## config.mk

```make
export PLATFORM = sky130hd
export DESIGN_NAME = dmx_rx
export DESIGN_NICKNAME = d
export VERILOG_FILES = /design/src/rtl/dmx_rx.sv
export SDC_FILE = /design/constraint.sdc
export NUM_CORES = 1
export LEC_CHECK = 0
export CORE_MARGIN = 4
export CORE_UTILIZATION = 50
export CTS_CLUSTER_DIAMETER = 50
export DETAILED_ROUTE_END_ITERATION = 8
export PLACE_DENSITY = 0.76
export SLEW_MARGIN = 20
export SYNTH_ARGS = -nofsm -noshare
export SYNTH_HDL_FRONTEND = slang
export SYNTH_SLANG_ARGS = --single-unit
```

## constraint.sdc

```tcl
create_clock -name dmxclk -period 6.93 [get_ports dmxclk]
set_clock_uncertainty 0.1 [all_clocks]
set_input_delay 1.386 -clock dmxclk [delete_from_list [all_inputs] [get_ports dmxclk]]
set_output_delay 1.386 -clock dmxclk [all_outputs]
set_load 0.02 [all_outputs]
```

## src/rtl/dmx_rx.sv

```systemverilog
// DMX512 receiver: synchronise and oversample rx, detect break/MAB,
// deserialise 8N2 slots, emit slot strobes and frame boundaries.
//
// Ports:
//   dmxclk      sole clock, OVERSAMPLE cycles per DMX bit
//   rst         asynchronous active-high reset
//   rx          raw DMX line (polarity set by INVERT)
//   slot_valid  one-cycle strobe, slot_index/slot_data valid
//   slot_index  0 = start code, 1..512 = channel slots
//   slot_data   received byte
//   frame_start pulse with slot 0 strobe
//   frame_end   pulse once per completed frame
//   slot_count  channel slots in last completed frame
//   error       pulse on MAB or framing violation
module dmx_rx #(
  parameter int OVERSAMPLE = 16,
  parameter int BREAK_MIN  = 352,
  parameter int MAB_MIN    = 32,
  parameter bit INVERT     = 1'b1
) (
  input  logic       dmxclk,
  input  logic       rst,
  input  logic       rx,
  output logic       slot_valid,
  output logic [9:0] slot_index,
  output logic [7:0] slot_data,
  output logic       frame_start,
  output logic       frame_end,
  output logic [9:0] slot_count,
  output logic       error
);

  localparam logic MARK_RAW = INVERT ? 1'b0 : 1'b1;
  localparam int SW = $clog2(BREAK_MIN + 1);
  localparam int CMAX = (OVERSAMPLE > MAB_MIN)
                      ? OVERSAMPLE : MAB_MIN;
  localparam int CW = $clog2(CMAX + 1);
  localparam int HALF = OVERSAMPLE / 2 - 1;
  localparam int RUN9 = 9 * OVERSAMPLE;

  typedef enum logic [2:0] {
    WAIT_BREAK, BREAK, MAB, IDLE,
    START, DATA, STOP1, STOP2
  } state_t;

  state_t        state;
  logic [1:0]    sync;
  logic          space;
  logic [SW-1:0] spc_cnt;
  logic          brk_hit;
  logic [CW-1:0] cnt;
  logic [2:0]    bit_cnt;
  logic [7:0]    shreg;
  logic          from_mab;
  logic          open;
  logic [9:0]    cur_idx;

  assign space = INVERT ? sync[1] : ~sync[1];

  // Fires on the cycle the space run reaches BREAK_MIN (and while
  // saturated), overriding whatever the slot FSM is doing.
  assign brk_hit = space &&
                   (spc_cnt >= SW'(BREAK_MIN - 1));

  always_ff @(posedge dmxclk or posedge rst) begin
    if (rst) begin
      sync <= {2{MARK_RAW}};
    end else begin
      sync <= {sync[0], rx};
    end
  end

  always_ff @(posedge dmxclk or posedge rst) begin
    if (rst) begin
      spc_cnt <= '0;
    end else if (!space) begin
      spc_cnt <= '0;
    end else if (spc_cnt != SW'(BREAK_MIN)) begin
      spc_cnt <= spc_cnt + 1'b1;
    end
  end

  always_ff @(posedge dmxclk or posedge rst) begin
    if (rst) begin
      state       <= WAIT_BREAK;
      cnt         <= '0;
      bit_cnt     <= '0;
      shreg       <= '0;
      from_mab    <= 1'b0;
      open        <= 1'b0;
      cur_idx     <= '0;
      slot_valid  <= 1'b0;
      slot_index  <= '0;
      slot_data   <= '0;
      frame_start <= 1'b0;
      frame_end   <= 1'b0;
      slot_count  <= '0;
      error       <= 1'b0;
    end else begin
      slot_valid  <= 1'b0;
      frame_start <= 1'b0;
      frame_end   <= 1'b0;
      error       <= 1'b0;
      if (brk_hit) begin
        state <= BREAK;
        if (open) begin
          frame_end  <= 1'b1;
          slot_count <= cur_idx - 10'd1;
          open       <= 1'b0;
        end
      end else begin
        unique case (state)
          // A frame may still be open here when an all-space slot
          // looked like the head of a break; if the line returns to
          // mark before a full break, that was a framing error.
          WAIT_BREAK: begin
            if (!space && open) begin
              error <= 1'b1;
              open  <= 1'b0;
            end
          end
          BREAK: begin
            if (!space) begin
              state <= MAB;
              cnt   <= CW'(1);
            end
          end
          MAB: begin
            if (space) begin
              if (cnt >= CW'(MAB_MIN)) begin
                state    <= START;
                cnt      <= CW'(1);
                from_mab <= 1'b1;
                cur_idx  <= '0;
              end else begin
                error <= 1'b1;
                state <= WAIT_BREAK;
              end
            end else if (cnt < CW'(MAB_MIN)) begin
              cnt <= cnt + 1'b1;
            end
          end
          IDLE: begin
            if (space) begin
              state    <= START;
              cnt      <= CW'(1);
              from_mab <= 1'b0;
            end
          end
          START: begin
            if (cnt == CW'(HALF)) begin
              cnt <= '0;
              if (space) begin
                state   <= DATA;
                bit_cnt <= '0;
              end else begin
                state <= from_mab ? WAIT_BREAK : IDLE;
              end
            end else begin
              cnt <= cnt + 1'b1;
            end
          end
          DATA: begin
            if (cnt == CW'(OVERSAMPLE - 1)) begin
              cnt     <= '0;
              shreg   <= {~space, shreg[7:1]};
              bit_cnt <= bit_cnt + 1'b1;
              if (bit_cnt == 3'd7) state <= STOP1;
            end else begin
              cnt <= cnt + 1'b1;
            end
          end
          STOP1: begin
            if (cnt == CW'(OVERSAMPLE - 1)) begin
              cnt <= '0;
              if (!space) begin
                state <= STOP2;
              end else if (spc_cnt >= SW'(RUN9)) begin
                // Line space since the start edge: a break is
                // probably under way, let break detection decide.
                state <= WAIT_BREAK;
              end else begin
                error <= 1'b1;
                open  <= 1'b0;
                state <= WAIT_BREAK;
              end
            end else begin
              cnt <= cnt + 1'b1;
            end
          end
          STOP2: begin
            if (cnt == CW'(OVERSAMPLE - 1)) begin
              cnt <= '0;
              if (space) begin
                error <= 1'b1;
                open  <= 1'b0;
                state <= WAIT_BREAK;
              end else begin
                state <= IDLE;
                if (cur_idx == 10'd0) begin
                  slot_valid  <= 1'b1;
                  frame_start <= 1'b1;
                  slot_index  <= '0;
                  slot_data   <= shreg;
                  open        <= 1'b1;
                  cur_idx     <= 10'd1;
                end else if (open) begin
                  slot_valid <= 1'b1;
                  slot_index <= cur_idx;
                  slot_data  <= shreg;
                  cur_idx    <= cur_idx + 10'd1;
                  if (cur_idx == 10'd512) begin
                    frame_end  <= 1'b1;
                    slot_count <= 10'd512;
                    open       <= 1'b0;
                  end
                end
              end
            end else begin
              cnt <= cnt + 1'b1;
            end
          end
        endcase
      end
    end
  end

endmodule

```

## Word-level counts from Yosys, hierarchy flattened

Index checks and enable logic that the tools add are counted.

| cells by class | value |
|---|---|
| add/subtract/negate cells | 5 |
| equality and inequality tests | 38 |
| magnitude comparators | 4 |
| reduce and logical (&&, ||, !) cells | 25 |
| multiplexer cells | 91 |
| bitwise logic cells | 2 |

Operators with widths:

| kind | count |
|---|---|
| 2-to-1 mux 10 bit | 16 |
| 2-to-1 mux 3 bit | 15 |
| 2-to-1 mux 6 bit | 7 |
| != test 3 bit (second input constant) | 14 |
| 2-to-1 mux 1 bit | 40 |
| case mux 6 bit (5 select lines) | 1 |
| case mux 3 bit (7 select lines) | 1 |
| != test 2 bit (second input constant) | 10 |
| case mux 10 bit (2 select lines) | 1 |
| 2-to-1 mux 9 bit | 2 |
| AND reduction 6 bit | 3 |
| 2-to-1 mux 8 bit | 2 |
| equality test 3 bit (second input constant) | 5 |
| AND reduction 5 bit | 3 |
| nonzero test 2 bit | 7 |
| adder 10 x 1 -> 10 bit (second input constant) | 1 |
| equality test 10 bit (second input constant) | 1 |
| logical NOT 10 bit | 1 |
| subtractor 10 x 1 -> 10 bit (second input constant) | 1 |
| adder 9 x 1 -> 9 bit (second input constant) | 1 |
| greater-or-equal comparator 9 x 8 -> 1 bit (second input constant) | 1 |
| greater-or-equal comparator 9 bit (second input constant) | 1 |
| != test 9 bit (second input constant) | 1 |
| AND reduction 9 bit | 1 |
| other kinds (24) | 29 |

| storage, ports and cells | value |
|---|---|
| output and inout port bits | 32 |
| word-level logic and storage cells | 181 |
| register bits | 75 |

## Logic depth before layout (Yosys ltp)

| logic depth | value |
|---|---|
| depth after elaboration | 8 |
| gate-level depth with buffers | 9 |

## Worst setup path before layout

Ideal clock, no wire load.

| path | value |
|---|---|
| kind | flip-flop to flip-flop |
| from | register cur_idx[0] |
| to | register slot_data[0] |
| stages on the path, launching flop included | 9 |
| slack | 4674 ps |
| data arrival time | 2031 ps |
| library setup time | 125 ps |
| data required time | 6705 ps |
| cell sequence | dfrtp_1 -> inv_1 -> ha_1 -> or4b_1 -> buf_2 -> o31ai_4 -> nand2_4 -> inv_2 -> mux2_2 |

| between the ends | value |
|---|---|
| longest elaborated chain between the ends | 3 |
| elaborated cells between the ends (all ways) | 4 |
| those cells by class | mux (1); reduce/logical (3) |

Ends and longest elaborated chain:

| item | line | source |
|---|---|---|
| start: declaration | 56 | `logic [9:0] cur_idx;` |
| start signal: assignment | 211 | `cur_idx <= cur_idx + 10'd1;` |
| logical NOT 10 bit (*) | 200 | `if (cur_idx == 10'd0) begin` |
| nonzero test 2 bit (no source line) | n/a |  |
| AND reduction 5 bit (no source line) | n/a |  |
| end signal: assignment | 204 | `slot_data <= shreg;` |
| end signal: assignment | 210 | `slot_data <= shreg;` |
| end: declaration | 26 | `output logic [7:0] slot_data,` |

Mark *: on every way between the ends. The rest lies on a longest branch, timed or not.
A chain may end at the register's enable or synchronous reset.

## Worst setup path in the final report

| path | value |
|---|---|
| from | register slot_count[8] |
| to | output port slot_count[8] |

RTL lines:

| item | line | source |
|---|---|---|
| start: declaration | 29 | `output logic [9:0] slot_count,` |
| start signal: assignment | 108 | `slot_count <= cur_idx - 10'd1;` |

No word-level cell between the ends.

==> impl_metrics.yaml <==
run_status:
  status: "complete, no violations"
finish:
  multi_input_area_sq_mm: 0.00194
  n_antenna_cell: 0
  fin_nets: 427
  syn_to_final_growth_pct: 13.8
  drive_above_1_share_pct: 15.6
  final-seq-area_sq_mm: 0.00188
  nFillCells: 655
setup_path:
  crit_arrival_ns: 1.36
  path_class: "reg2out"
  reg2reg_slack_ns: 4.18
  cpPeakStageDelay_ns: 0.63
  crit_path_max_fanout: 2
  cp_top_family: "buffers and inverters"
  cp_cell_sequence: "clkdlybuf4s50_1"
  cp_num_buf_inv: 1
  worst-endpoint-required_ns: 5.44
  cp-start-kind: "register"
  cp_slowest_cell: "clkdlybuf4s50_1"
  end_kind: "output port"
synth:
  syn_area_sq_mm: 0.00405
  ys_top_cells_by_area: "dfrtp_1, mux2_2, ha_1"
  yosysTopAreaCell: "dfrtp_1"
  ys_seq_area_share_pct: 46.4
  async_flop_share_pct: 100
  netlist_top_cells_count: "dfrtp_1, nand2_1, nor2_1"
  syn_inst: 390
  synth.avg_cell_area_sq_um: 10.4
  synth_warnings: 0
  synth_cell_type_count: 71
  yosysMostFrequentCell: "dfrtp_1"
  ys_ff_latch: 75
  syn_nets: 402
  yosys.area.top_type_share_pct: 46.4
  synth_edf_count: 0
  synthFlopType: "dfrtp_1"
sta:
  timing.slew.headroom_pct: 38.0
  hold_ws_ns: 0.252
  setup_tns_ns: 0
  period_share_pct: 41.1
  rsz0062_at_grt: "no"
  max_freq_mhz: 351
  finalSetupViolations: 0
  finalHoldViolations: 0
  tightest_slew_ns: 0.931
  slew_viol_final: 0
  min_period_ns: 2.85
cts:
  clk_pin_slew_ns: 0.08
  postCtsHoldBufs: 0
  clkLatencyLatePin_ns: 0.35
  cts.repair.resized: 0
  cts_sinks: 75
  post_cts_buffers: 0
  cts_buffers: 9
  root_buffer: "clkbuf_8"
  h-tree-depth: 3
  cts_tree: "built"
  cts_buffer_depth: 2
power:
  ir_drop_uv: 120
  p_leak_nw: 2.05
  intPower_uw: 690
  p_clk_share_pct: 47.1
  power_density_mw_per_mm2: 189
  switching_share_pct: 20.8
  power_frac_comb_pct: 2.0
  seqPwrFrac_pct: 50.9
  netSwitchingPower_uw: 181
routing:
  post-route-drc-count: 0
  drtIter0Drc: 170
  wl_per_cell_um: 16.2
  vias: 3067
  first_pass_iters: 6
  routed_wirelength_um: 8440
  viasPerCell: 5.90
  ant_nets: 0
grt:
  grt.total_usage_pct: 18.3
  grt_max_degree: 76
  grt_pass1_vias: 3003
  antenna_found_initial: 0
  grt_pass1_wl_um: 14500
  overflow: 0
placed_design:
  post-dp-hpwl_um: 5690
  io_buffers: 34
  gp_congestion: 0.858
floorplan:
  die_w_um: 98.0
  start_util_pct: 51.9
  pin_count: 35
  dieArea_sq_mm: 0.00960
  coreArea_sq_mm: 0.00781
  die_h_um: 98.0
  rows: 32
hold_path:
  hold_class: "reg2reg"
flow_run:
  cap_violations: 0
## area by class of cell
type                       count  share of cell area [%]
multi-input combinational    272                    42.0
timing repair buffer          35                    7.55
sequential                    75                    40.7
clock inverter                 4                    2.15
inverter                      22                    1.79
clock buffer                  10                    2.99
tap                          102                    2.77
## registers in the layout (all words and copies together) (netlist names), 2 cells and up
signal	flops
shreg	8
slot_index	10
slot_data	8
sync	2
slot_count	10
cur_idx	10
cnt	6
spc_cnt	9
state	3
bit_cnt	3
## final timing paths
check | to | cells past startpoint | from
max | slot_count[8] | 1 | slot_count[8]
min | sync[1] | 0 | sync[0]
max reg2reg | shreg[3] | 6 | spc_cnt[0]
min reg2reg | sync[1] | 0 | sync[0]
max in group asynchronous | from_mab | 3 | rst
min in group asynchronous | slot_data[2] | 3 | rst
## placed cells by master (no fill, tap or decap), types with 2 or more instances in the layout
cell	count
nor3_1	10
mux2i_1	6
clkdlybuf4s50_1	34
o2bb2ai_1	8
a21o_1	2
nor2_1	28
o31ai_1	9
nand3_1	12
nand4_1	5
a22o_1	4
o22ai_1	4
ha_1	9
nor4_1	3
xor2_1	7
mux2_2	20
o21bai_1	4
inv_1	19
bufinv_16	3
nand2b_1	3
o32ai_1	2
or2_2	5
a21oi_1	16
o21ai_0	19
mux2_4	4
nand3b_1	3
nand2_1	28
and2_1	2
clkbuf_8	10
nor2b_1	2
o211ai_1	3
o31a_1	2
a31oi_1	4
dfrtp_1	75
inv_2	3
and4_1	2
xnor2_1	8
and3_1	5
## metrics by stage
step / util, % / cell area [sq um] / setup slack (ns) / total power, mW / std cells
6_report: 59.0 / 4610 / 4.08 / 0.871 / 520
5_1_grt: 59.0 / 4610 / 4.03 / 0.901 / 520
4_1_cts: 59.0 / 4610 / 4.05 / 0.878 / 520
3_5_place_dp: 56.0 / 4370 / 4.15 / 0.470 / 506
3_3_place_gp: 56.0 / 4370 / 4.19 / 0.468 / 506
2_1_floorplan: - / 4050 / 3.53 / 0.464 / 390
## layer usage
metal	vias to the layer above	part of all wire (%)	global-route usage [%]
li1	1444	-	-
met1	1516	44	23.6
met2	96	50	30.6
met3	11	5.2	3.64
met4	0	1.1	6.82
met5	-	0	0
## kinds of logic (layout without fill, tap and decap cells)
logic type,Yosys count,after routing,share of synthesized area (%)
AO/OA/AOI/OAI,93,93,16.5
XOR/XNOR,15,15,3.24
adder cells (fa/ha/maj),9,9,2.78
buffers and inverters,43,71,5.84
flip-flops,75,75,46.4
multiplexers,30,30,8.53
AND/OR/NAND/NOR,125,125,16.7
## power by group through the flow
stage          Sequential (mW)  Combinational (mW)  Clock, mW
2_1_floorplan            0.450              0.0136          0
3_3_place_gp             0.451              0.0171          0
4_1_cts                  0.443              0.0181      0.417
5_1_grt                  0.443              0.0203      0.437
6_report                 0.443              0.0174      0.410
3_5_place_dp             0.452              0.0180          0
Note: power is estimated with default switching activity, not from simulation.
